==> src/rtl/dr_pkg.sv <==
// Shared types, sizes and opcode constants for the decode/rename slice.
package dr_pkg;

  localparam int NUM_AREG = 32;
  localparam int NUM_PREG = 64;
  localparam int PREG_W   = $clog2(NUM_PREG);
  localparam int AREG_W   = $clog2(NUM_AREG);

  // The free list starts out holding every preg not claimed by the identity map.
  localparam int FL_DEPTH = NUM_PREG - NUM_AREG;
  localparam int FL_PTR_W = $clog2(FL_DEPTH);
  localparam int FL_CNT_W = FL_PTR_W + 1;

  localparam logic [6:0] OP_R  = 7'b0110011;
  localparam logic [6:0] OP_I  = 7'b0010011;
  localparam logic [6:0] OP_LW = 7'b0000011;
  localparam logic [6:0] OP_SW = 7'b0100011;

  typedef logic [PREG_W-1:0] preg_t;
  typedef logic [AREG_W-1:0] areg_t;

  // Opcodes whose instructions write an architectural destination.
  function automatic logic writes_rd(input logic [6:0] opcode);
    return (opcode == OP_R) || (opcode == OP_I) || (opcode == OP_LW);
  endfunction

  // Sign-extended immediate for the I- and S-type formats this stage knows about.
  function automatic logic [31:0] imm_gen(input logic [31:0] instr);
    logic [31:0] imm;
    imm = '0;
    case (instr[6:0])
      OP_I, OP_LW: imm = {{20{instr[31]}}, instr[31:20]};
      OP_SW:       imm = {{20{instr[31]}}, instr[31:25], instr[11:7]};
      default:     imm = '0;
    endcase
    return imm;
  endfunction

endpackage

==> src/rtl/dr_free_list.sv <==
// Circular FIFO of free physical registers. Reset contents are the pregs
// above the identity-mapped range, in ascending order starting at the head.
module dr_free_list
  import dr_pkg::*;
(
  input  logic                clk,
  input  logic                rst,
  input  logic                pop,
  input  logic                push,
  input  preg_t               push_preg,
  output preg_t               head_preg,
  output logic [FL_CNT_W-1:0] count
);

  localparam logic [FL_CNT_W-1:0] FULL_CNT = FL_CNT_W'(FL_DEPTH);

  preg_t               mem [FL_DEPTH];
  logic [FL_PTR_W-1:0] head;
  logic [FL_PTR_W-1:0] tail;
  logic                push_ok;
  logic                pop_ok;

  // Pushes of p0 or into a full list are dropped; pops never underflow.
  assign push_ok   = push && (count != FULL_CNT) && (push_preg != '0);
  assign pop_ok    = pop && (count != '0);
  assign head_preg = mem[head];

  // Pointer, occupancy and storage update; pointers wrap naturally at FL_DEPTH.
  always_ff @(posedge clk or posedge rst) begin
    if (rst) begin
      head  <= '0;
      tail  <= '0;
      count <= FULL_CNT;
      // NOTE: this storage is reset on purpose -- the list must come up full
      // of p32..p63, so it cannot be left as uninitialised RAM.
      for (int i = 0; i < FL_DEPTH; i++) begin
        mem[i] <= preg_t'(FL_DEPTH + i);
      end
    end else begin
      if (pop_ok) begin
        head <= head + FL_PTR_W'(1);
      end
      if (push_ok) begin
        mem[tail] <= push_preg;
        tail      <= tail + FL_PTR_W'(1);
      end
      count <= count + FL_CNT_W'(push_ok) - FL_CNT_W'(pop_ok);
    end
  end

endmodule

==> src/rtl/decode_rename.sv <==
// Decode + register-rename stage: splits the RV32 word, looks sources up in
// the RAT and allocates a destination preg from dr_free_list.
// Optional feature: define DR_IMM_EN to add the registered out_imm port.
module decode_rename
  import dr_pkg::*;
(
  input  logic        clk,
  input  logic        rst,
  input  logic        in_valid,
  output logic        in_ready,
  input  logic [31:0] instr,
  output logic        out_valid,
  input  logic        out_ready,
  output logic [6:0]  out_opcode,
  output logic [4:0]  out_rs1,
  output logic [4:0]  out_rs2,
  output logic [4:0]  out_rd,
  output logic [5:0]  out_ps1,
  output logic [5:0]  out_ps2,
  output logic [5:0]  out_pd,
  output logic [5:0]  out_old_pd,
  output logic        out_has_dest,
  output logic [31:0] out_instr,
  input  logic        free_valid,
  input  logic [5:0]  free_preg,
  output logic [5:0]  free_cnt
`ifdef DR_IMM_EN
  ,
  output logic [31:0] out_imm
`endif
);

  preg_t       rat [NUM_AREG];
  logic [6:0]  opcode;
  areg_t       rs1;
  areg_t       rs2;
  areg_t       rd;
  logic        needs_dest;
  logic        fire;
  logic        alloc;
  preg_t       head_preg;

  // Field split and destination decision; x0 is never given a new preg.
  assign opcode     = instr[6:0];
  assign rd         = instr[11:7];
  assign rs1        = instr[19:15];
  assign rs2        = instr[24:20];
  assign needs_dest = writes_rd(opcode) && (rd != '0);

  // Accept when the output slot frees up and a preg is on hand if one is needed.
  assign in_ready = (!out_valid || out_ready) && (!needs_dest || (free_cnt != '0));
  assign fire     = in_valid && in_ready;
  assign alloc    = fire && needs_dest;

  dr_free_list u_free_list (
    .clk       (clk),
    .rst       (rst),
    .pop       (alloc),
    .push      (free_valid),
    .push_preg (free_preg),
    .head_preg (head_preg),
    .count     (free_cnt)
  );

  // RAT: identity map at reset, rd remapped to the popped preg on allocation.
  always_ff @(posedge clk or posedge rst) begin
    if (rst) begin
      for (int i = 0; i < NUM_AREG; i++) begin
        rat[i] <= preg_t'(i);
      end
    end else if (alloc) begin
      // NOTE: non-blocking write, so the source lookups for this same
      // instruction below still see the old mapping (add x1,x1,x1 case).
      rat[rd] <= head_preg;
    end
  end

  // Output register: load on transfer, drop valid once dispatch takes it, else hold.
  always_ff @(posedge clk or posedge rst) begin
    if (rst) begin
      out_valid    <= 1'b0;
      out_opcode   <= '0;
      out_rs1      <= '0;
      out_rs2      <= '0;
      out_rd       <= '0;
      out_ps1      <= '0;
      out_ps2      <= '0;
      out_pd       <= '0;
      out_old_pd   <= '0;
      out_has_dest <= 1'b0;
      out_instr    <= '0;
`ifdef DR_IMM_EN
      out_imm      <= '0;
`endif
    end else if (fire) begin
      out_valid    <= 1'b1;
      out_opcode   <= opcode;
      out_rs1      <= rs1;
      out_rs2      <= rs2;
      out_rd       <= rd;
      out_ps1      <= rat[rs1];
      out_ps2      <= rat[rs2];
      out_pd       <= needs_dest ? head_preg : '0;
      out_old_pd   <= needs_dest ? rat[rd] : '0;
      out_has_dest <= needs_dest;
      out_instr    <= instr;
`ifdef DR_IMM_EN
      out_imm      <= imm_gen(instr);
`endif
    end else if (out_ready) begin
      out_valid <= 1'b0;
    end
  end

endmodule

==> config.mk <==
export PLATFORM = sky130hd
export DESIGN_NAME = decode_rename
export DESIGN_NICKNAME = d
export VERILOG_FILES = /design/src/rtl/dr_pkg.sv /design/src/rtl/dr_free_list.sv /design/src/rtl/decode_rename.sv
export SDC_FILE = /design/constraint.sdc
export NUM_CORES = 1
export LEC_CHECK = 0
export CORE_UTILIZATION = 30
export CTS_BUF_LIST = sky130_fd_sc_hd__clkbuf_16
export CTS_CLUSTER_DIAMETER = 200
export DETAILED_ROUTE_END_ITERATION = 12
export MAX_ROUTING_LAYER = met4
export REMOVE_ABC_BUFFERS = 1
export SLEW_MARGIN = 5
export SYNTH_ARGS = -nofsm -noshare
export SYNTH_HDL_FRONTEND = slang
export SYNTH_SLANG_ARGS = --single-unit
==> constraint.sdc <==
create_clock -name clk -period 14 [get_ports clk]
set_input_delay 2.8 -clock clk [delete_from_list [all_inputs] [get_ports clk]]
set_output_delay 2.8 -clock clk [all_outputs]
set_load 0.01 [all_outputs]
* Word-level counts from Yosys, hierarchy flattened
Index checks and enable logic that the tools add are counted.
** Word-level totals
- Bits in registers :: 480
- Latch bits :: 0
- Bits in writable memories :: 0
- Bits in read-only memories :: 0
- Bits of input ports :: 43
- Output and inout port bits :: 87
- Memories kept :: 0
** Cells by class
- $add $sub $neg :: 4
- $mul :: 0
- Div/mod/pow operators :: 0
- $lt $le $gt $ge :: 7
- Equality and inequality tests :: 4
- Shifts and indexed selects :: 0
- Mux-type cells :: 22
- Bitwise gates (word level) :: 5
- Reduce and logical (&&, ||, !) cells :: 19
** Operators by type and width (number)
- 192-bit bitwise mux :: 2
- 6-bit binary-select mux with 5-bit select :: 4
- 6-bit 2-to-1 mux :: 12
- 6-bit demux with 5-bit select :: 2
- 6-bit >= comparator (second input constant) :: 5
- 5-bit NOT with 6-bit output :: 5
- 6-bit by 1-bit less-than comparator with 1-bit output (second input constant) :: 2
- 6-bit nonzero test :: 2
- 5-bit by 1-bit adder with 5-bit output (second input constant) :: 2
- 1-bit logical AND :: 9
- 7-bit by 2-bit equality test with 1-bit output (second input constant) :: 1
- 7-bit by 5-bit equality test with 1-bit output (second input constant) :: 1
- 7-bit by 6-bit equality test with 1-bit output (second input constant) :: 1
- 6-bit by 1-bit adder with 6-bit output :: 1
- 6-bit inequality test (second input constant) :: 1
- 6-bit by 1-bit subtractor with 6-bit output :: 1
- 5-bit nonzero test :: 1
- 1-bit logical OR :: 4
- 1-bit logical NOT :: 2
- 1-bit 2-to-1 mux :: 2
- 2-bit nonzero test :: 1

* Longest topological paths before layout
Gate-level depths: netlist of run 1.
- Word-level depth :: 11
- Mapped depth :: 16
- Mapped depth without buffers :: 14

* By module
A second synthesis of run 1 with hierarchy kept.
** Second synthesis, totals
- Cells, all modules :: 1685
- Area total of the unflattened synthesis :: 24284.5 µm²
** Modules (own cells, without submodules)
- decode_rename :: instances 1, cells each 1020, area each 14221.1 µm²
- dr_free_list :: instances 1, cells each 665, area each 10063.4 µm²

* Worst setup path after synthesis of run 1
No wires, ideal clock.
- Path type :: input -> output
- Start :: in instr[9]
- End :: out in_ready
- Data arrival time :: 4228 ps
- Slack :: 6972 ps
- Stages :: 7
- Path buffers :: 4
- Path through :: buf_2 or2_1 clkbuf_2 or3_1 buf_4 clkbuf_1 a31oi_1
** Between the ends
- Cells in the longest elaborated chain, start to end :: 5
** Ends and longest elaborated chain
- start, declared :: RTL line decode_rename.sv:11 : input logic [31:0] instr,
- 5-bit nonzero test :: RTL line decode_rename.sv:48 : assign needs_dest = writes_rd(opcode) && (rd != '0);
- 1-bit logical AND :: RTL line decode_rename.sv:48
- 1-bit logical NOT :: RTL line decode_rename.sv:51 : assign in_ready = (!out_valid || out_ready) && (!needs_dest || (free_cnt != '0));
- 1-bit logical OR :: RTL line decode_rename.sv:51
- 1-bit logical AND :: RTL line decode_rename.sv:51
- end, declared :: RTL line decode_rename.sv:10 : output logic in_ready,
Every way passes these cells.

* Final worst setup path of run 1
- Start :: in instr[8]
- End :: out in_ready
Same word-level chain as after synthesis.

==> results.yml, run 1 <==
timing:
  drv_slew: 0
  final-hold-violation-count: 0
  max_slew_margin_pct: 24.1
  period_minus_slack_ns: 8.65
  tightestPinTransition_ns: 1.14
  setup-violations-final: 0
  holdWs_ns: 0.423
  finClkSkew_ns: 0.0349
  rsz0062_at_grt: "false"
  fin_setup_tns_ns: 0
  fmax_mhz: 116
  fin_crit_sh_pct: 61.8
  fin_ws_ns: 5.35
power_and_ir_drop:
  ir_drop_mv: 0.0908
  leakagePower_nw: 11.2
  cellPowerDensity_nw_per_um2: 152
die:
  die_area_sq_um: 82000
  ioPinCount: 130
  die_w_um: 286
  die_height_um: 286
  start_util_pct: 30.5
  core_region_area_sq_um: 79500
  core.rowCount: 103
placed_design:
  hpwl_mm: 44.4
  placed_cell_area_sq_um: 26100
  io_buffers: 129
  gp_congestion: 0.892
  pre_cts_ws_ns: 5.45
clock_network:
  root_buffer: "clkbuf_16"
  clockBufferDepth: 3
  numCtsBuffers: 49
  clkSinkCount: 458
  clkLatencyLatePin_ns: 0.62
  hold_buffers: 0
  cts_tree: "yes"
  clkTransAtPathRegs_ns: 0.06
  post_cts_buffers: 0
  htree_levels: 2
  cts_resized: 0
route:
  wl_mm: 68.1
  drt_iter0_drc: 1420
  ant_nets: 0
  vias: 16500
  drc: 0
  drt_pass1_iterations: 5
  avgViaCountPerCell: 5.38
  wl_per_cell_um: 22.3
grt:
  grt_max_degree: 207
  grt_util_met2_pct: 27.3
  grt_pass1_wl_mm: 106
  met1_usage_pct: 22.5
  grt-ovfl-total: 0
  grt_util_all_layers_pct: 17.3
  top_usage_layer: "met2"
  antenna_found_initial: 0
  grt_util_met3_pct: 2.96
  grt_pass1_vias: 16900
worst_setup_path:
  worstRegToRegCells: 15
  crit_chain: "buf_2, buf_4, or2_1, or3_1, a31oi_1, clkdlybuf4s50_1"
  rr_startpoint: "u_free_list.count[2]"
  required_ns: 11.20
  rr_endpoint: "u_free_list.count[5]"
  max_stage_delay_ns: 0.83
  arrival_ns: 5.85
  end_kind: "output port"
  startpoint: "instr[8]"
  path_class: "input port to output port"
  worstSetupEndpoint: "in_ready"
  r2r_slack_ns: 9.91
  startpoint_type: "input port"
  critical-path-slowest-cell: "or3_1"
  cp_max_fo: 53
layout:
  layout-drive-gt1-share_pct: 29.6
  syn_to_final_growth_pct: 14.0
  final_nets: 2028
  fin_util_pct: 34.7
  n_antenna_cell: 0
  fin_area_sq_um: 27600
hold_path:
  min_path_type: "flop to flop"
synthesis:
  syn_area_per_cell_sq_um: 12.4
  ys_seq_area_share_pct: 48.3
  async_flop_share_pct: 100
  ys.flop_type: "dfrtp_1"
  synth_area_sq_um: 24200
  synthesis.instances: 1957
  ys_ff_latch: 458
  yosys_warnings: 0
  synth_edf_count: 0
  ys_types: 65
job:
  maxCapViolCount: 0
run_status:
  outcome: "complete, no violations"
cell usage after synthesis, types with 5 or more instances:
library cell / number / area, sq um
dfstp_2: 193 / 5070
o31ai_1: 6 / 45.0
o221ai_1: 9 / 78.8
mux4_2: 176 / 3960
dfrtp_1: 265 / 6630
a221oi_1: 13 / 114
a211oi_1: 10 / 75.1
o211ai_1: 6 / 45.0
nor2_1: 64 / 240
inv_1: 55 / 206
mux2_1: 131 / 1480
nor2_2: 7 / 43.8
buf_2: 76 / 380
mux2_2: 86 / 968
nand2_1: 280 / 1050
a31oi_1: 7 / 43.8
nand3_1: 7 / 35.0
o21ai_0: 67 / 335
mux2i_1: 75 / 751
buf_4: 30 / 225
nand2b_1: 10 / 62.6
nand3b_1: 5 / 37.5
nor2b_1: 12 / 75.1
a211o_1: 7 / 61.3
xnor2_1: 7 / 61.3
ha_1: 14 / 175
a22o_1: 6 / 52.6
nand4_1: 25 / 156
o21ai_1: 102 / 510
buf_1: 12 / 45.0
a31o_2: 10 / 87.6
clkbuf_1: 71 / 267
a22oi_1: 17 / 128
nor3_1: 17 / 85.1
a21oi_1: 10 / 50.1
o22ai_1: 17 / 106
logic make-up after synthesis:
group	Yosys count	synth area share, %
muxes	468	29.5
and+or+nand+nor	458	8.60
DFF	458	48.3
AOI/OAI and AO/OA	297	7.55
buffers and inverters	250	4.86
adders and majority gates	15	0.805
xor gates and xnor gates	11	0.397
area by class of cell:
class	count	area, sq um
clock buffers	49	1230
clock inverters	43	320
fillers	7644	51900
inverters	56	218
multi-input cells	1249	11400
flip-flops and latches	458	11700
well taps	1050	1310
repair buffers	156	1470
worst min-delay path by stage:
stage,startpoint,cells past startpoint,end,slack [ns]
after floorplan,rat[186],0,rat[186],0.38
after global placement,rat[189],0,rat[189],0.40
after CTS,rat[189],0,rat[189],0.43
after detailed placement,rat[189],0,rat[189],0.41
after global routing,rat[188],0,rat[188],0.45
final,rat[189],0,rat[189],0.42
flip-flops by register name, summed over array words and instances (netlist names):
register and count:
rat 192, u_free_list.mem 192, out_instr 14, out_old_pd 6, out_opcode 6, out_pd 6
out_ps1 6, out_ps2 6, u_free_list.count 6, u_free_list.head 5, u_free_list.tail 5, out_rd 4
out_rs1 4, out_rs2 4, out_has_dest 1, out_valid 1
worst max-delay path: cells and delay by family:
kind            cells  cell delay (ns)
simple gates        2             1.36
buf+inv             3             1.30
compound gates      1             0.32
placed cells by master, fill, tap and decap left out, drive strengths merged, types with 12 or more instances in the layout:
master / count
dfrtp: 265
o21ai: 169
nand4: 25
inv: 68
clkdlybuf4s50: 122
nor2b: 12
mux2i: 75
clkbuf: 49
ha: 14
dfstp: 193
mux4: 176
a22oi: 17
o22ai: 17
mux2: 217
buf: 34
nor2: 71
a221oi: 13
nand2: 283
nor3: 23
clkinv: 24
through the flow:
step / instances / total power [mW]
3_5_place_dp: 2969 / 2.96
2_1_floorplan: 1763 / 2.52
3_3_place_gp: 2969 / 2.91
5_1_grt: 3061 / 4.42
6_report: 3061 / 4.20
4_1_cts: 3061 / 4.24
per-layer routing:
layer / vias up / routed length, um
li1: 7168 / -
met1: 8492 / 29100
met2: 673 / 32600
met3: 121 / 4260
met4: 0 / 2180
met5: - / 0
report_power, final:
part           switching (mW)  total, mW  internal [mW]
Sequential              0.163       1.86           1.69
Combinational           0.583       1.07          0.491
Clock                   0.558       1.27          0.713
Power figures use the tool's default switching activity.
==> run 2: changes to the inputs <==
==> constraint.sdc (replaced) <==
create_clock -name clk -period 9.05 [get_ports clk]
set_input_delay 1.81 -clock clk [delete_from_list [all_inputs] [get_ports clk]]
set_output_delay 1.81 -clock clk [all_outputs]
set_load 0.01 [all_outputs]
==> results.yml, run 2 (synthesis gave the netlist of run 1 again) <==
run_status:
  outcome: "complete, no violations"
clock_network:
  numCtsBuffers: 49
  cts_tree: "yes"
  htree_levels: 2
  clkSinkCount: 458
  clkTransAtPathRegs_ns: 0.06
  hold_buffers: 0
  cts_resized: 0
  clkLatencyLatePin_ns: 0.61
  post_cts_buffers: 0
  root_buffer: "clkbuf_16"
  clockBufferDepth: 3
route:
  vias: 16500
  ant_nets: 0
  drt_iter0_drc: 1496
  wl_mm: 67.9
  wl_per_cell_um: 22.2
  drc: 0
  avgViaCountPerCell: 5.39
  drt_pass1_iterations: 6
worst_setup_path:
  arrival_ns: 4.70
  startpoint: "instr[9]"
  end_kind: "output port"
  cp_max_fo: 27
  path_class: "input port to output port"
  startpoint_type: "input port"
  r2r_slack_ns: 5.06
  rr_startpoint: "u_free_list.count[4]"
  required_ns: 7.24
  rr_endpoint: "u_free_list.count[4]"
  worstRegToRegCells: 15
  worstSetupEndpoint: "in_ready"
power_and_ir_drop:
  cellPowerDensity_nw_per_um2: 236
  ir_drop_mv: 0.143
  power_mw: 6.54
  leakagePower_nw: 11.2
die:
  die_height_um: 286
  core.rowCount: 103
  die_area_sq_um: 82000
  core_region_area_sq_um: 79500
  ioPinCount: 130
  start_util_pct: 30.5
  die_w_um: 286
placed_design:
  io_buffers: 129
  gp_congestion: 0.944
  placed_cell_area_sq_um: 26100
  hpwl_mm: 44.4
grt:
  grt_max_degree: 189
  grt_pass1_vias: 17100
  grt_pass1_wl_mm: 107
  grt_util_all_layers_pct: 17.3
  grt-ovfl-total: 0
  antenna_found_initial: 1
timing:
  setup-violations-final: 0
  finClkSkew_ns: 0.0443
  drv_slew: 0
  max_slew_margin_pct: 23.0
  rsz0062_at_grt: "false"
  fmax_mhz: 154
  final-hold-violation-count: 0
  tightestPinTransition_ns: 1.15
  fin_crit_sh_pct: 71.9
  period_minus_slack_ns: 6.51
  fin_setup_tns_ns: 0
layout:
  final_cell_mix: "nand2_1, dfrtp_1, dfstp_2"
  top_regs: "rat x192, u_free_list.mem x192, out_instr x14"
  layout_commonest_cell: "nand2_1"
  syn_to_final_growth_pct: 14.1
  final_nets: 2027
  fin_area_sq_um: 27700
  layout-drive-gt1-share_pct: 29.8
job:
  maxCapViolCount: 0
hold_path:
  min_path_type: "flop to flop"
  hp-start: "rat[188]"
## run 2: cell count changes in the layout (fill, tap and decap cells not counted)
cell / delta
clkinv_2: +6
inv_1: -4
buf_4: -2
clkinvlp_4: -2
inv_6: -2
buf_12: +1
bufinv_16: +1
clkbuf_16: +1
clkinv_4: -1
clkinv_8: +1
diode_2: +1
inv_16: -1
## run 2: routing by layer
metal  vias to the layer above  part of all wire, %  GRT usage (%)
met5                         -                    0              -
met4                         0                  3.7           6.74
met3                       135                  6.5           2.55
met2                       681                   47           27.0
met1                      8507                   42           22.6
li1                       7165                    -              -
## run 2: worst min-delay path by stage
stage | slack [ns] | end | cells after the start
2_1_floorplan | 0.38 | rat[186] | 0
3_3_place_gp | 0.40 | rat[186] | 0
3_5_place_dp | 0.41 | rat[186] | 0
4_1_cts | 0.42 | rat[186] | 0
5_1_grt | 0.45 | rat[190] | 0
6_report | 0.43 | rat[188] | 0
## run 2: through the flow
step	util, %	cells	hold slack [ns]	worst slack [ns]
final	34.8	3060	0.429	2.54
after global routing	34.8	3060	0.448	2.44
after CTS	34.8	3059	0.421	2.57
after detailed placement	32.8	2968	0.407	2.59
after global placement	32.8	2968	0.395	2.58
after floorplan	-	1763	0.381	-5.21
## run 2: cell type report
class / instances / area [sq um]
Clock inverter: 41 / 320
Clock buffer: 50 / 1250
Sequential cell: 458 / 11700
Fill cell: 7679 / 51900
Inverter: 56 / 218
Timing Repair Buffer: 155 / 1480
Multi-Input combinational cell: 1249 / 11400
Tap cell: 1050 / 1310
Antenna cell: 1 / 2.50
## run 2: worst max-delay path, stage by stage
cell and delay, ns:
clkdlybuf4s50_1 0.53, or2_1 0.27, buf_4 0.21, or3_1 0.77, a31oi_1 0.46, clkdlybuf4s50_1 0.64
## run 2: report_power, final
group	internal (mW)	switching, mW	total [mW]
registers	2.62	0.259	2.88
logic	0.761	0.904	1.67
clock network	1.14	0.854	2.00
total	4.52	2.02	6.54
